## src/rtl/quad_packet_sched.sv

```systemverilog
// Packet-transfer sequencer for the MCU SPI receiver: synchronises load/done, watchdogs RECV and
// buffers captured quad packets in a FIFO. Define QUAD_ZERO_DROP_EN to discard all-zero captures.
module quad_packet_sched #(
  parameter int DEPTH          = 4,
  parameter int TIMEOUT_CYCLES = 1024,
  parameter int PKT_W          = 92
) (
  input  logic             clk,
  input  logic             reset_n,
  input  logic             load_in,
  input  logic             done_in,
  input  logic [PKT_W-1:0] pkt_in,
  output logic             quad_valid,
  input  logic             quad_ready,
  output logic [PKT_W-1:0] quad_data,
  output logic             busy,
  output logic             overflow,
  output logic             timeout,
  output logic [7:0]       pkt_count,
`ifdef QUAD_ZERO_DROP_EN
  output logic             zero_drop,
`endif
  input  logic             clr_status
);

  localparam int AW = (DEPTH > 1) ? $clog2(DEPTH) : 1;
  localparam int CW = AW + 1;
  localparam int WW = $clog2(TIMEOUT_CYCLES);
  localparam logic [WW-1:0] WD_LAST  = WW'(TIMEOUT_CYCLES - 1);
  localparam logic [CW-1:0] FULL_CNT = CW'(DEPTH);

  typedef enum logic [1:0] {S_IDLE, S_ARMED, S_RECV, S_CAPTURE} state_t;

  state_t           state_q, state_d;
  logic [2:0]       load_sync_q, done_sync_q;
  logic             load_rise, load_fall, done_rise;
  logic [WW-1:0]    wd_q, wd_d;
  logic             capture, tmo_set;

  logic [PKT_W-1:0] mem [DEPTH];
  logic [AW-1:0]    rd_ptr_q, rd_ptr_d, wr_ptr_q, wr_ptr_d;
  logic [CW-1:0]    count_q, count_d;
  logic [PKT_W-1:0] head_q, head_d;
  logic             push, pop, full, drop, zero_pkt;
  logic             ovf_q, ovf_d, tmo_q, tmo_d;
  logic [7:0]       cnt_q, cnt_d;

  // Two flops for metastability, the third only for edge detection.
  always_ff @(posedge clk or negedge reset_n) begin
    if (!reset_n) begin
      load_sync_q <= '0;
      done_sync_q <= '0;
    end else begin
      load_sync_q <= {load_sync_q[1:0], load_in};
      done_sync_q <= {done_sync_q[1:0], done_in};
    end
  end

  assign load_rise = load_sync_q[1] & ~load_sync_q[2];
  assign load_fall = ~load_sync_q[1] & load_sync_q[2];
  assign done_rise = done_sync_q[1] & ~done_sync_q[2];

  always_comb begin
    state_d = state_q;
    wd_d    = wd_q;
    capture = 1'b0;
    tmo_set = 1'b0;
    case (state_q)
      S_IDLE: if (load_rise) state_d = S_ARMED;
      S_ARMED: begin
        if (load_fall) begin
          state_d = S_RECV;
          wd_d    = '0;
        end
      end
      S_RECV: begin
        wd_d = wd_q + WW'(1);
        // A fresh load restarts the transfer even if done or the watchdog fire together.
        if (load_rise)            state_d = S_ARMED;
        else if (done_rise)       state_d = S_CAPTURE;
        else if (wd_q == WD_LAST) begin
          state_d = S_IDLE;
          tmo_set = 1'b1;
        end
      end
      S_CAPTURE: begin
        capture = 1'b1;
        state_d = S_IDLE;
      end
      default: state_d = S_IDLE;
    endcase
  end

  always_ff @(posedge clk or negedge reset_n) begin
    if (!reset_n) begin
      state_q <= S_IDLE;
      wd_q    <= '0;
    end else begin
      state_q <= state_d;
      wd_q    <= wd_d;
    end
  end

`ifdef QUAD_ZERO_DROP_EN
  assign zero_pkt = (pkt_in == '0);
`else
  assign zero_pkt = 1'b0;
`endif

  assign pop  = (count_q != '0) && quad_ready;
  assign full = (count_q == FULL_CNT);
  assign push = capture && !zero_pkt && (!full || pop);
  assign drop = capture && !zero_pkt && full && !pop;

  always_comb begin
    rd_ptr_d = rd_ptr_q;
    wr_ptr_d = wr_ptr_q;
    count_d  = count_q;
    head_d   = head_q;
    cnt_d    = cnt_q;
    if (pop) rd_ptr_d = rd_ptr_q + AW'(1);
    if (push) begin
      wr_ptr_d = wr_ptr_q + AW'(1);
      cnt_d    = cnt_q + 8'd1;
    end
    case ({push, pop})
      2'b10:   count_d = count_q + CW'(1);
      2'b01:   count_d = count_q - CW'(1);
      default: count_d = count_q;
    endcase
    // The registered head must bypass memory when the pushed word becomes the new head.
    if (push && (count_q == {{AW{1'b0}}, pop})) head_d = pkt_in;
    else if (count_d != '0)                     head_d = mem[rd_ptr_d];
  end

  always_ff @(posedge clk) begin
    if (push) mem[wr_ptr_q] <= pkt_in;
  end

  assign ovf_d = drop    ? 1'b1 : (clr_status ? 1'b0 : ovf_q);
  assign tmo_d = tmo_set ? 1'b1 : (clr_status ? 1'b0 : tmo_q);

  always_ff @(posedge clk or negedge reset_n) begin
    if (!reset_n) begin
      rd_ptr_q <= '0;
      wr_ptr_q <= '0;
      count_q  <= '0;
      head_q   <= '0;
      cnt_q    <= '0;
      ovf_q    <= 1'b0;
      tmo_q    <= 1'b0;
    end else begin
      rd_ptr_q <= rd_ptr_d;
      wr_ptr_q <= wr_ptr_d;
      count_q  <= count_d;
      head_q   <= head_d;
      cnt_q    <= cnt_d;
      ovf_q    <= ovf_d;
      tmo_q    <= tmo_d;
    end
  end

`ifdef QUAD_ZERO_DROP_EN
  logic zd_q, zd_d;
  assign zd_d = (capture && zero_pkt) ? 1'b1 : (clr_status ? 1'b0 : zd_q);
  always_ff @(posedge clk or negedge reset_n) begin
    if (!reset_n) zd_q <= 1'b0;
    else          zd_q <= zd_d;
  end
  assign zero_drop = zd_q;
`endif

  assign quad_valid = (count_q != '0);
  assign quad_data  = head_q;
  assign busy       = (state_q != S_IDLE);
  assign overflow   = ovf_q;
  assign timeout    = tmo_q;
  assign pkt_count  = cnt_q;

endmodule
```

## config.mk

```make
export PLATFORM = sky130hd
export DESIGN_NAME = quad_packet_sched
export DESIGN_NICKNAME = d
export VERILOG_FILES = /design/src/rtl/quad_packet_sched.sv
export SDC_FILE = /design/constraint.sdc
export NUM_CORES = 1
export LEC_CHECK = 0
export CAP_MARGIN = 40
export CORE_AREA = 5 5 202 204
export CTS_CLUSTER_SIZE = 8
export DETAILED_ROUTE_END_ITERATION = 10
export DIE_AREA = 0 0 207 209
export PLACE_DENSITY_LB_ADDON = 0.15
export SLEW_MARGIN = 20
export SYNTH_ARGS = -nofsm -noshare
export SYNTH_HDL_FRONTEND = slang
export SYNTH_SLANG_ARGS = --single-unit
```

## constraint.sdc

```tcl
create_clock -name clk -period 4.4 [get_ports clk]
set_input_delay 0.44 -clock clk [delete_from_list [all_inputs] [get_ports clk]]
set_output_delay 0.44 -clock clk [all_outputs]
set_load 0.02 [all_outputs]
```

==> flow_summary.json, run 1 <==
{
  "status": "finished clean",
  "layout.cells.non_filler": 2337,
  "drc_errors": 0,
  "ir_worst_vdd_mv": 0.797,
  "nFillCells": 2814,
  "min_from": "done_in",
  "final_cell_mix": "edfxtp_1, clkdlybuf4s50_1, o21ai_1",
  "power.share.clock_pct": 27.0,
  "routedWlPerCell_um": 22.9,
  "wirelength_mm": 53.6,
  "h-tree-depth": 3,
  "p_switching_mw": 6.82,
  "worstPathBufferInverterCount": 1,
  "synth_cell_type_count": 48,
  "pwr-share-seq_pct": 34.1,
  "fin_util_pct": 68.2,
  "switching_share_pct": 36.1,
  "worstMarginPinSlew_ns": 0.981,
  "cellPowerDensity_nw_per_um2": 707,
  "hold_violations": 0,
  "seqCellArea_um2": 14200,
  "reg2reg_depth": 9,
  "synth-simple-area-share_pct": 6.71,
  "vias": 14700,
  "start_util_pct": 56.8,
  "place_inst": 2207,
  "viasPerCell": 6.31,
  "cpMaxStageDelayCell": "o311a_4",
  "grt_pass1_wl_mm": 84.7,
  "max_stage_delay_ns": 0.54,
  "synth_xor_area_share_pct": 0.468,
  "fin_tns_setup_ns": 0,
  "grt_remaining_overflow": 0,
  "grt_max_degree": 186,
  "dieArea_um2": 43300,
  "postRouteAntennaNets": 0,
  "area_growth_pct": 20.2,
  "rr_endpoint": "quad_data[18]",
  "clk_path_buf_depth": 3,
  "start_kind": "flop",
  "critPathKind": "flop to flop",
  "clk_pin_slew_ns": 0.05,
  "globalplace.congestion": 0.793,
  "cap_violations": 0,
  "ys_seq_area_share_pct": 64.1,
  "avgSynthCellArea_um2": 13.9,
  "io_pins": 202,
  "syn_inst": 1600,
  "synth_edf_count": 368,
  "nets": 1861,
  "drv_slew": 0,
  "cts-root-buf": "clkbuf_16",
  "setup_ws_ns": 1.02,
  "cts_tree": "built",
  "drtIter0Drc": 1082,
  "critPathRequiredTime_ns": 4.83,
  "relSlewSlack_pct": 34.6,
  "synthAdderAreaFrac_pct": 0.428,
  "period_needed_ns": 3.38,
  "synth_compound_area_share_pct": 15.6,
  "dp_hpwl_mm": 29.3,
  "core_area_um2": 39100,
  "arrival_ns": 3.81,
  "syn_area_um2": 22200,
  "worst_clock_skew_ns": 0.0244,
  "crit_fanout": 92,
  "muxShareOfSynthArea_pct": 9.04,
  "power_mw": 18.9,
  "ys.flop_type": "edfxtp_1",
  "cpLargestDelayFamily": "compound AO/OA/AOI/OAI gates",
  "min_path_cells": 1,
  "cts_buffers": 71,
  "p_leak_nw": 9.39,
  "multi_input_area_um2": 7200,
  "grt_usage_pct": 24.2,
  "period_share_pct": 76.9,
  "p_int_mw": 12.1,
  "clock_latency_ns": 0.59,
  "dieWidth_um": 207,
  "reg2reg_slack_ns": 1.02,
  "power_frac_comb_pct": 38.9,
  "rsz0062_at_grt": "false",
  "synth_top_family_by_area": "compound AO/OA/AOI/OAI gates",
  "grt_pass1_vias": 15100,
  "layout_commonest_cell": "edfxtp_1",
  "clock_sinks": 495,
  "antenna_found_initial": 6,
  "cts_setup_buffers": 0,
  "hold_path_end": "done_sync_q[0]",
  "synth_async_sr_flop_share_pct": 25.7,
  "layout-drive-gt1-share_pct": 14.2,
  "syn-num-nets": 1705,
  "ys_ff_latch": 495,
  "io_buffer_count": 201,
  "row_count": 73,
  "crit_path_cell_trace": "or3_1, nand3_1, fa_1, nand4bb_1, o221ai_1, o311a_4, or2_4, buf_12, o21ai_1",
  "dp_slack_ns": 0.783,
  "setup_viol": 0,
  "timing.fmax_mhz": 296,
  "endpoint_kind": "flop",
  "r2r_start": "count_q[2]",
  "die_h_um": 209,
  "ys_warn_count": 0,
  "dr.pass1.iters": 5,
  "hold_path.class": "primary input to flop"
}
-- cell type report --
class / count / share of cell area, %
Multi-Input combinational cell: 947 / 27.0
Clock inverter: 2 / 0.0938
Clock buffer: 124 / 7.80
Tap cell: 525 / 2.46
Inverter: 10 / 0.141
Sequential cell: 495 / 53.4
Timing Repair Buffer: 231 / 9.11
Antenna cell: 3 / 0.0281
-- per-stage QoR --
step,area [um2],hold slack [ns]
after global routing,26700,0.309
after CTS,26700,0.289
after floorplan,22200,0.144
final,26700,0.315
after detailed placement,24600,0.341
after global placement,24500,0.341
-- per-layer routing --
| metal | routed length (um) | vias to the layer above | track usage, % | share of wire, % |
|---|---|---|---|---|
| met3 | 3320 | 81 | 4.73 | 6.2 |
| met5 | 47 | - | 0 | 0.088 |
| met1 | 22600 | 7516 | 33.3 | 42 |
| li1 | - | 6641 | - | - |
| met2 | 26600 | 494 | 39.1 | 50 |
| met4 | 1030 | 6 | 8.12 | 1.9 |
-- flip-flops by register name, indices dropped and copies added (netlist names) --
name,count
wr_ptr_q,2
mem,368
overflow,1
quad_data,92
pkt_count,8
done_sync_q,3
load_sync_q,3
timeout,1
count_q,3
state_q,2
wd_q,10
rd_ptr_q,2
-- kinds of logic (layout without fill, tap and decap cells) --
kind of cell,after synthesis,after routing
flops,495,495
compound gates,493,493
simple gates,247,247
mux,189,189
buf+inv,158,367
xor+xnor,11,11
fa+ha+maj,7,7
other cells,0,3
-- power groups by stage --
stage / clock [mW] / combinational [mW] / sequential [mW]
2_1_floorplan: 0 / 4.69 / 6.74
3_3_place_gp: 0 / 6.95 / 6.57
3_5_place_dp: 0 / 7.33 / 6.50
4_1_cts: 5.18 / 7.36 / 6.44
5_1_grt: 5.40 / 7.97 / 6.52
6_report: 5.10 / 7.34 / 6.44
-- synthesized netlist by cell type, types with 3 or more instances --
| library cell | n | area (um2) |
|---|---|---|
| xnor2_1 | 8 | 70.1 |
| mux2i_1 | 96 | 961 |
| a31oi_1 | 3 | 18.8 |
| o21ai_0 | 126 | 631 |
| and2_1 | 5 | 31.3 |
| buf_2 | 46 | 230 |
| nand2b_1 | 5 | 31.3 |
| o211ai_1 | 3 | 22.5 |
| nand2_1 | 20 | 75.1 |
| nand3_1 | 8 | 40.0 |
| edfxtp_1 | 368 | 11100 |
| and3_1 | 94 | 588 |
| o21ai_1 | 161 | 806 |
| o221ai_1 | 53 | 464 |
| o221ai_2 | 40 | 601 |
| buf_6 | 18 | 203 |
| clkbuf_1 | 75 | 282 |
| inv_1 | 10 | 37.5 |
| nor2_1 | 6 | 22.5 |
| nor2b_1 | 94 | 588 |
| nand4_1 | 4 | 25.0 |
| mux2_2 | 93 | 1050 |
| dfrtp_1 | 127 | 3180 |
| buf_4 | 8 | 60.1 |
| a21oi_1 | 4 | 20.0 |
| ha_1 | 6 | 75.1 |
| a2111oi_0 | 93 | 815 |
-- repair_timing --
action                    in CTS  in global routing
hold buffers                   1                  0
gates resized for setup        0                  0
hold endpoints to repair      53                  0
-- worst max-delay path by stage --
stage / cells after the start / slack [ns] / from / endpoint
3_3_place_gp: 9 / 0.94 / quad_ready / quad_data[72]
5_1_grt: 9 / 0.88 / count_q[2] / quad_data[7]
3_5_place_dp: 9 / 0.78 / quad_ready / quad_data[7]
6_report: 9 / 1.02 / count_q[2] / quad_data[18]
4_1_cts: 9 / 1.05 / count_q[2] / quad_data[18]
2_1_floorplan: 5 / 0.63 / state_q[0] / mem[0][0]
No activity file was read; power rests on OpenSTA's default activity.
==> inputs of run 2 (changes only) <==
--- a/config.mk
+++ b/config.mk
@@ -6,10 +6,10 @@
 export NUM_CORES = 1
 export LEC_CHECK = 0
 export CAP_MARGIN = 40
-export CORE_AREA = 5 5 202 204
+export CORE_AREA = 5 5 213 215
 export CTS_CLUSTER_SIZE = 8
 export DETAILED_ROUTE_END_ITERATION = 10
-export DIE_AREA = 0 0 207 209
+export DIE_AREA = 0 0 218 220
 export PLACE_DENSITY_LB_ADDON = 0.15
 export SLEW_MARGIN = 20
 export SYNTH_ARGS = -nofsm -noshare
==> constraint.sdc (replaced) <==
create_clock -name clk -period 2.8 [get_ports clk]
set_input_delay 0.28 -clock clk [delete_from_list [all_inputs] [get_ports clk]]
set_output_delay 0.28 -clock clk [all_outputs]
set_load 0.02 [all_outputs]
==> run 2 against run 1 <==
  * Design area is 1.2% higher
  * Worst hold slack worse by 0.14 ns
  * Clock skew is 0.011 ns lower
  * First-iteration DRC count is 6.5% lower
  * Largest power group unchanged
  * Non-clock buffer count is 22 higher
  * Final cell count is 3.6% higher
  * Sequential power is 55% higher
  * Die area is 11% higher
  * Register-to-register slack worse by 0.84 ns
  * Clock power is 50% higher
  * Combinational power is 66% higher
  * Largest cell class unchanged
  * Worst setup slack worse by 0.84 ns
==> flow_summary.json, run 2 (synthesis results as in run 1) <==
{
  "status": "finished clean",
  "cts_tree": "built",
  "start_util_pct": 51.0,
  "period_needed_ns": 2.62,
  "grt_max_degree": 118,
  "placed_area_um2": 25000,
  "drv_slew": 0,
  "timing.fmax_mhz": 382,
  "crit_fanout": 14,
  "postLayoutCellArea_um2": 27000,
  "critPathRequiredTime_ns": 3.23,
  "io_pins": 202,
  "cap_violations": 0,
  "grt_usage_pct": 22.1,
  "cts-root-buf": "clkbuf_16",
  "place_inst": 2296,
  "layout_commonest_cell": "edfxtp_1",
  "layout.cells.non_filler": 2420,
  "clk_pin_slew_ns": 0.05,
  "dp_hpwl_mm": 30.6,
  "row_count": 77,
  "setup_viol": 0,
  "cts_resized": 0,
  "drc_errors": 0,
  "endpoint_kind": "flop",
  "critPathKind": "flop to flop",
  "routedWlPerCell_um": 22.2,
  "dr.pass1.iters": 5,
  "antenna_found_initial": 4,
  "h-tree-depth": 3,
  "arrival_ns": 3.05,
  "dieWidth_um": 218,
  "final_cell_mix": "edfxtp_1, clkdlybuf4s50_1, o21ai_1",
  "dieArea_um2": 48000,
  "ir_worst_vdd_mv": 0.735,
  "wirelength_mm": 53.7,
  "postRouteAntennaNets": 0,
  "vias": 14600,
  "clock_sinks": 495,
  "hold_path.class": "primary input to flop",
  "relSlewSlack_pct": 49.9,
  "drtIter0Drc": 1012,
  "clk_path_buf_depth": 3,
  "period_share_pct": 93.6,
  "rsz0062_at_grt": "false",
  "nets": 1883,
  "layout-drive-gt1-share_pct": 14.9,
  "largest_reg_flops": 368,
  "fin_util_pct": 62.0,
  "io_buffer_count": 201,
  "power_mw": 29.8,
  "grt_remaining_overflow": 0,
  "p_leak_nw": 9.49,
  "grt_pass1_wl_mm": 84.0,
  "worstMarginPinSlew_ns": 0.751,
  "grt_pass1_vias": 14900,
  "worst_clock_skew_ns": 0.0135,
  "cellPowerDensity_nw_per_um2": 1100,
  "regMostFlops": "mem",
  "viasPerCell": 6.03,
  "cts_buffers": 71,
  "clock_latency_ns": 0.56,
  "globalplace.congestion": 0.765,
  "area_growth_pct": 21.6,
  "die_h_um": 220,
  "start_kind": "flop",
  "hold_violations": 0,
  "core_area_um2": 43500
}
run 2: cell types whose count changed in the layout (fill, tap and decap cells not counted):
cell       previous run  this run
diode_2               3         1
clkbuf_16            76        71
buf_12               12        32
buf_16                2         0
clkbuf_1             48        50
buf_4                15        19
clkinv_8              1         0
run 2: layer usage:
layer / global-route usage (%) / vias to the layer above / share of wire [%]
li1: - / 6675 / -
met2: 36.8 / 387 / 49
met5: 0 / - / 0.063
met1: 29.8 / 7439 / 44
met4: 6.18 / 6 / 1.9
met3: 4.40 / 81 / 5.6
run 2: area by class of cell:
| class | instances | area, um2 |
|---|---|---|
| Inverter | 10 | 37.5 |
| Clock inverter | 1 | 8.76 |
| Clock buffer | 121 | 1960 |
| Multi-Input combinational cell | 947 | 7200 |
| Tap cell | 592 | 741 |
| Fill cell | 3354 | 16500 |
| Timing Repair Buffer | 253 | 2810 |
| Antenna cell | 1 | 2.50 |
| Sequential cell | 495 | 14200 |
run 2: through the flow:
stage	hold slack [ns]	TNS [ns]	worst slack, ns
floorplan	-0.0156	0	0.0317
global placement	0.342	0	0.0541
detailed placement	0.338	-0.0220	-0.00997
CTS	0.137	0	0.154
global route	0.159	0	0.0200
finish	0.172	0	0.180
run 2: timing repair:
action                    4_1_cts  5_1_grt
hold buffers                    1        0
buffers inserted                0        0
hold endpoints to repair       65        0
run 2: final timing paths:
check | from | to | slack, ns | cells past startpoint
hold / removal | load_in | load_sync_q[0] | 0.17 | 1
max in group asynchronous | reset_n | quad_data[1] | 1.66 | 3
setup reg to reg | count_q[0] | quad_data[56] | 0.18 | 9
setup / recovery | count_q[0] | quad_data[56] | 0.18 | 9
min in group asynchronous | reset_n | overflow | 0.33 | 2
hold reg to reg | done_sync_q[0] | done_sync_q[1] | 0.35 | 0
run 2: worst max-delay path, stage by stage, from the launching register on:
cell and delay, ns:
dfrtp_1 0.47, or3_1 0.17, nand3_1 0.10, fa_1 0.44, nand4bb_1 0.26, o221ai_1 0.23
o311a_4 0.27, or2_4 0.21, buf_4 0.24, o21ai_1 0.10
run 2: report_power, final:
group          switching (mW)  total [mW]  internal (mW)
registers               0.839        9.97           9.13
logic                    6.93        12.2           5.26
clock network            2.92        7.63           4.71
==> inputs of run 3 (changes only) <==
--- a/config.mk
+++ b/config.mk
@@ -6,10 +6,12 @@
 export NUM_CORES = 1
 export LEC_CHECK = 0
 export CAP_MARGIN = 40
-export CORE_AREA = 5 5 213 215
+export CORE_AREA = 5 5 209 211
+export CTS_BUF_LIST = sky130_fd_sc_hd__clkbuf_8
+export CTS_CLUSTER_DIAMETER = 50
 export CTS_CLUSTER_SIZE = 8
 export DETAILED_ROUTE_END_ITERATION = 10
-export DIE_AREA = 0 0 218 220
+export DIE_AREA = 0 0 214 216
 export PLACE_DENSITY_LB_ADDON = 0.15
 export SLEW_MARGIN = 20
 export SYNTH_ARGS = -nofsm -noshare
==> run 3 against run 2 <==
  * First-iteration DRC count is 18% higher
  * Sequential power is 1% lower
  * Design area is 2.8% lower
  * Worst hold slack worse by 0.070 ns
  * Register-to-register slack hardly changed
  * Flip-flop and latch count stayed put
  * Sequential share of layout area is 1.5 points higher
  * Final cell count is 1.4% lower
  * Largest power group unchanged
==> flow_summary.json, run 3 (synthesis results as in run 1) <==
{
  "cts_setup_buffers": 0,
  "h-tree-depth": 3,
  "grt_max_degree": 139,
  "arrival_ns": 3.11,
  "grt_pass1_wl_mm": 84.6,
  "layout_commonest_cell": "edfxtp_1",
  "io_pins": 202,
  "clock_latency_ns": 0.62,
  "setup.worst_path.start": "count_q[0]",
  "dr.pass1.iters": 5,
  "status": "finished clean",
  "power_mw": 27.3,
  "globalplace.congestion": 0.787,
  "dieArea_um2": 46200,
  "rr_endpoint": "quad_data[3]",
  "hold_path.class": "primary input to flop",
  "p_leak_nw": 9.39,
  "nets": 1891,
  "area_growth_pct": 18.2,
  "postLayoutCellArea_um2": 26200,
  "vias": 14700,
  "cap_violations": 0,
  "die_h_um": 216,
  "io_buffer_count": 201,
  "cts_buffers": 72,
  "rsz0062_at_grt": "false",
  "cellPowerDensity_nw_per_um2": 1040,
  "viasPerCell": 6.14,
  "worstMarginPinSlew_ns": 0.721,
  "clk_pin_slew_ns": 0.06,
  "drtIter0Drc": 1199,
  "critPathRequiredTime_ns": 3.29,
  "start_kind": "flop",
  "reg2reg_slack_ns": 0.19,
  "fin_util_pct": 63.1,
  "setup_viol": 0,
  "antenna_found_initial": 7,
  "ir_worst_vdd_mv": 0.831,
  "seqCellArea_um2": 14200,
  "relSlewSlack_pct": 52.0,
  "endpoint_kind": "flop",
  "multi_input_area_um2": 7200,
  "routedWlPerCell_um": 22.3,
  "clk_path_buf_depth": 3,
  "grt_remaining_overflow": 0,
  "drc_errors": 0,
  "wirelength_mm": 53.3,
  "r2r_start": "count_q[0]",
  "timing.fmax_mhz": 382,
  "critPathCapture": "quad_data[3]",
  "hold_violations": 0,
  "core_area_um2": 41600,
  "largest_reg_flops": 368,
  "start_util_pct": 53.4,
  "nFillCells": 3125,
  "clock_sinks": 495,
  "drv_slew": 0,
  "postRouteAntennaNets": 0,
  "final_cell_mix": "edfxtp_1, clkdlybuf4s50_1, o21ai_1",
  "grt_usage_pct": 22.7,
  "reg2reg_depth": 9,
  "critPathKind": "flop to flop",
  "grt_pass1_vias": 14900,
  "layout-drive-gt1-share_pct": 15.8,
  "cts_tree": "built",
  "worst_clock_skew_ns": 0.0218,
  "dp_hpwl_mm": 31.1,
  "cts-root-buf": "clkbuf_8",
  "regMostFlops": "mem",
  "period_needed_ns": 2.61,
  "period_share_pct": 93.4,
  "dieWidth_um": 214,
  "row_count": 75,
  "crit_fanout": 29,
  "placed_area_um2": 25000
}
[run 3: how the worst min path moves through the flow]
stage,depth (start not counted),slack (ns),start,endpoint
6_report,1,0.10,load_in,load_sync_q[0]
5_1_grt,1,0.06,load_in,load_sync_q[0]
4_1_cts,1,0.05,load_in,load_sync_q[0]
3_5_place_dp,1,0.26,reset_n,pkt_count[7]
3_3_place_gp,1,0.26,reset_n,pkt_count[7]
2_1_floorplan,0,-0.02,reset_n,count_q[0]
[run 3: per-layer routing]
layer / part of all wire [%] / routed length (um) / GRT usage (%)
met1: 44 / 23200 / 31.4
met2: 48 / 25700 / 36.4
met3: 6.2 / 3320 / 5.30
met4: 1.9 / 1020 / 6.55
met5: 0.11 / 57 / 0
[run 3: timing repair]
| item | CTS | global route |
|---|---|---|
| resized for setup | 0 | 1 |
| endpoints found under the hold margin | 45 | 0 |
| setup endpoints to repair | 0 | 31 |
| hold buffers | 1 | 0 |
[run 3: worst max-delay path, stage by stage (launching register included)]
cell       delay (ns)
dfrtp_2          0.43
or3_1            0.16
nand3_1          0.10
fa_1             0.42
nand4bb_1        0.29
o221ai_1         0.25
o311a_4          0.27
or2_4            0.24
buf_12           0.23
o21ai_1          0.10
[run 3: through the flow]
stage	hold slack (ns)	worst slack [ns]	std cells	setup TNS (ns)
finish	0.102	0.186	2386	0
global route	0.0555	0.0437	2386	0
CTS	0.0468	0.142	2383	0
detailed placement	0.262	-0.00566	2250	-0.00776
global placement	0.258	0.0759	2250	0
floorplan	-0.0156	0.0317	1600	0
[run 3: report_power, final]
part / switching, mW / leakage, nW / internal, mW
clock network: 2.71 / 0.821 / 2.50
logic: 6.97 / 3.73 / 5.21
registers: 0.749 / 4.85 / 9.11
total: 10.4 / 9.39 / 16.8
[run 3: cell type report]
type                       count  share of cell area, %
multi-input combinational    947                   27.4
tap                          539                   2.57
antenna                        3                 0.0286
clock buffer                  75                   3.93
clock inverter                57                  0.939
timing repair buffer         260                   10.7
inverter                      10                  0.143
sequential                   495                   54.2
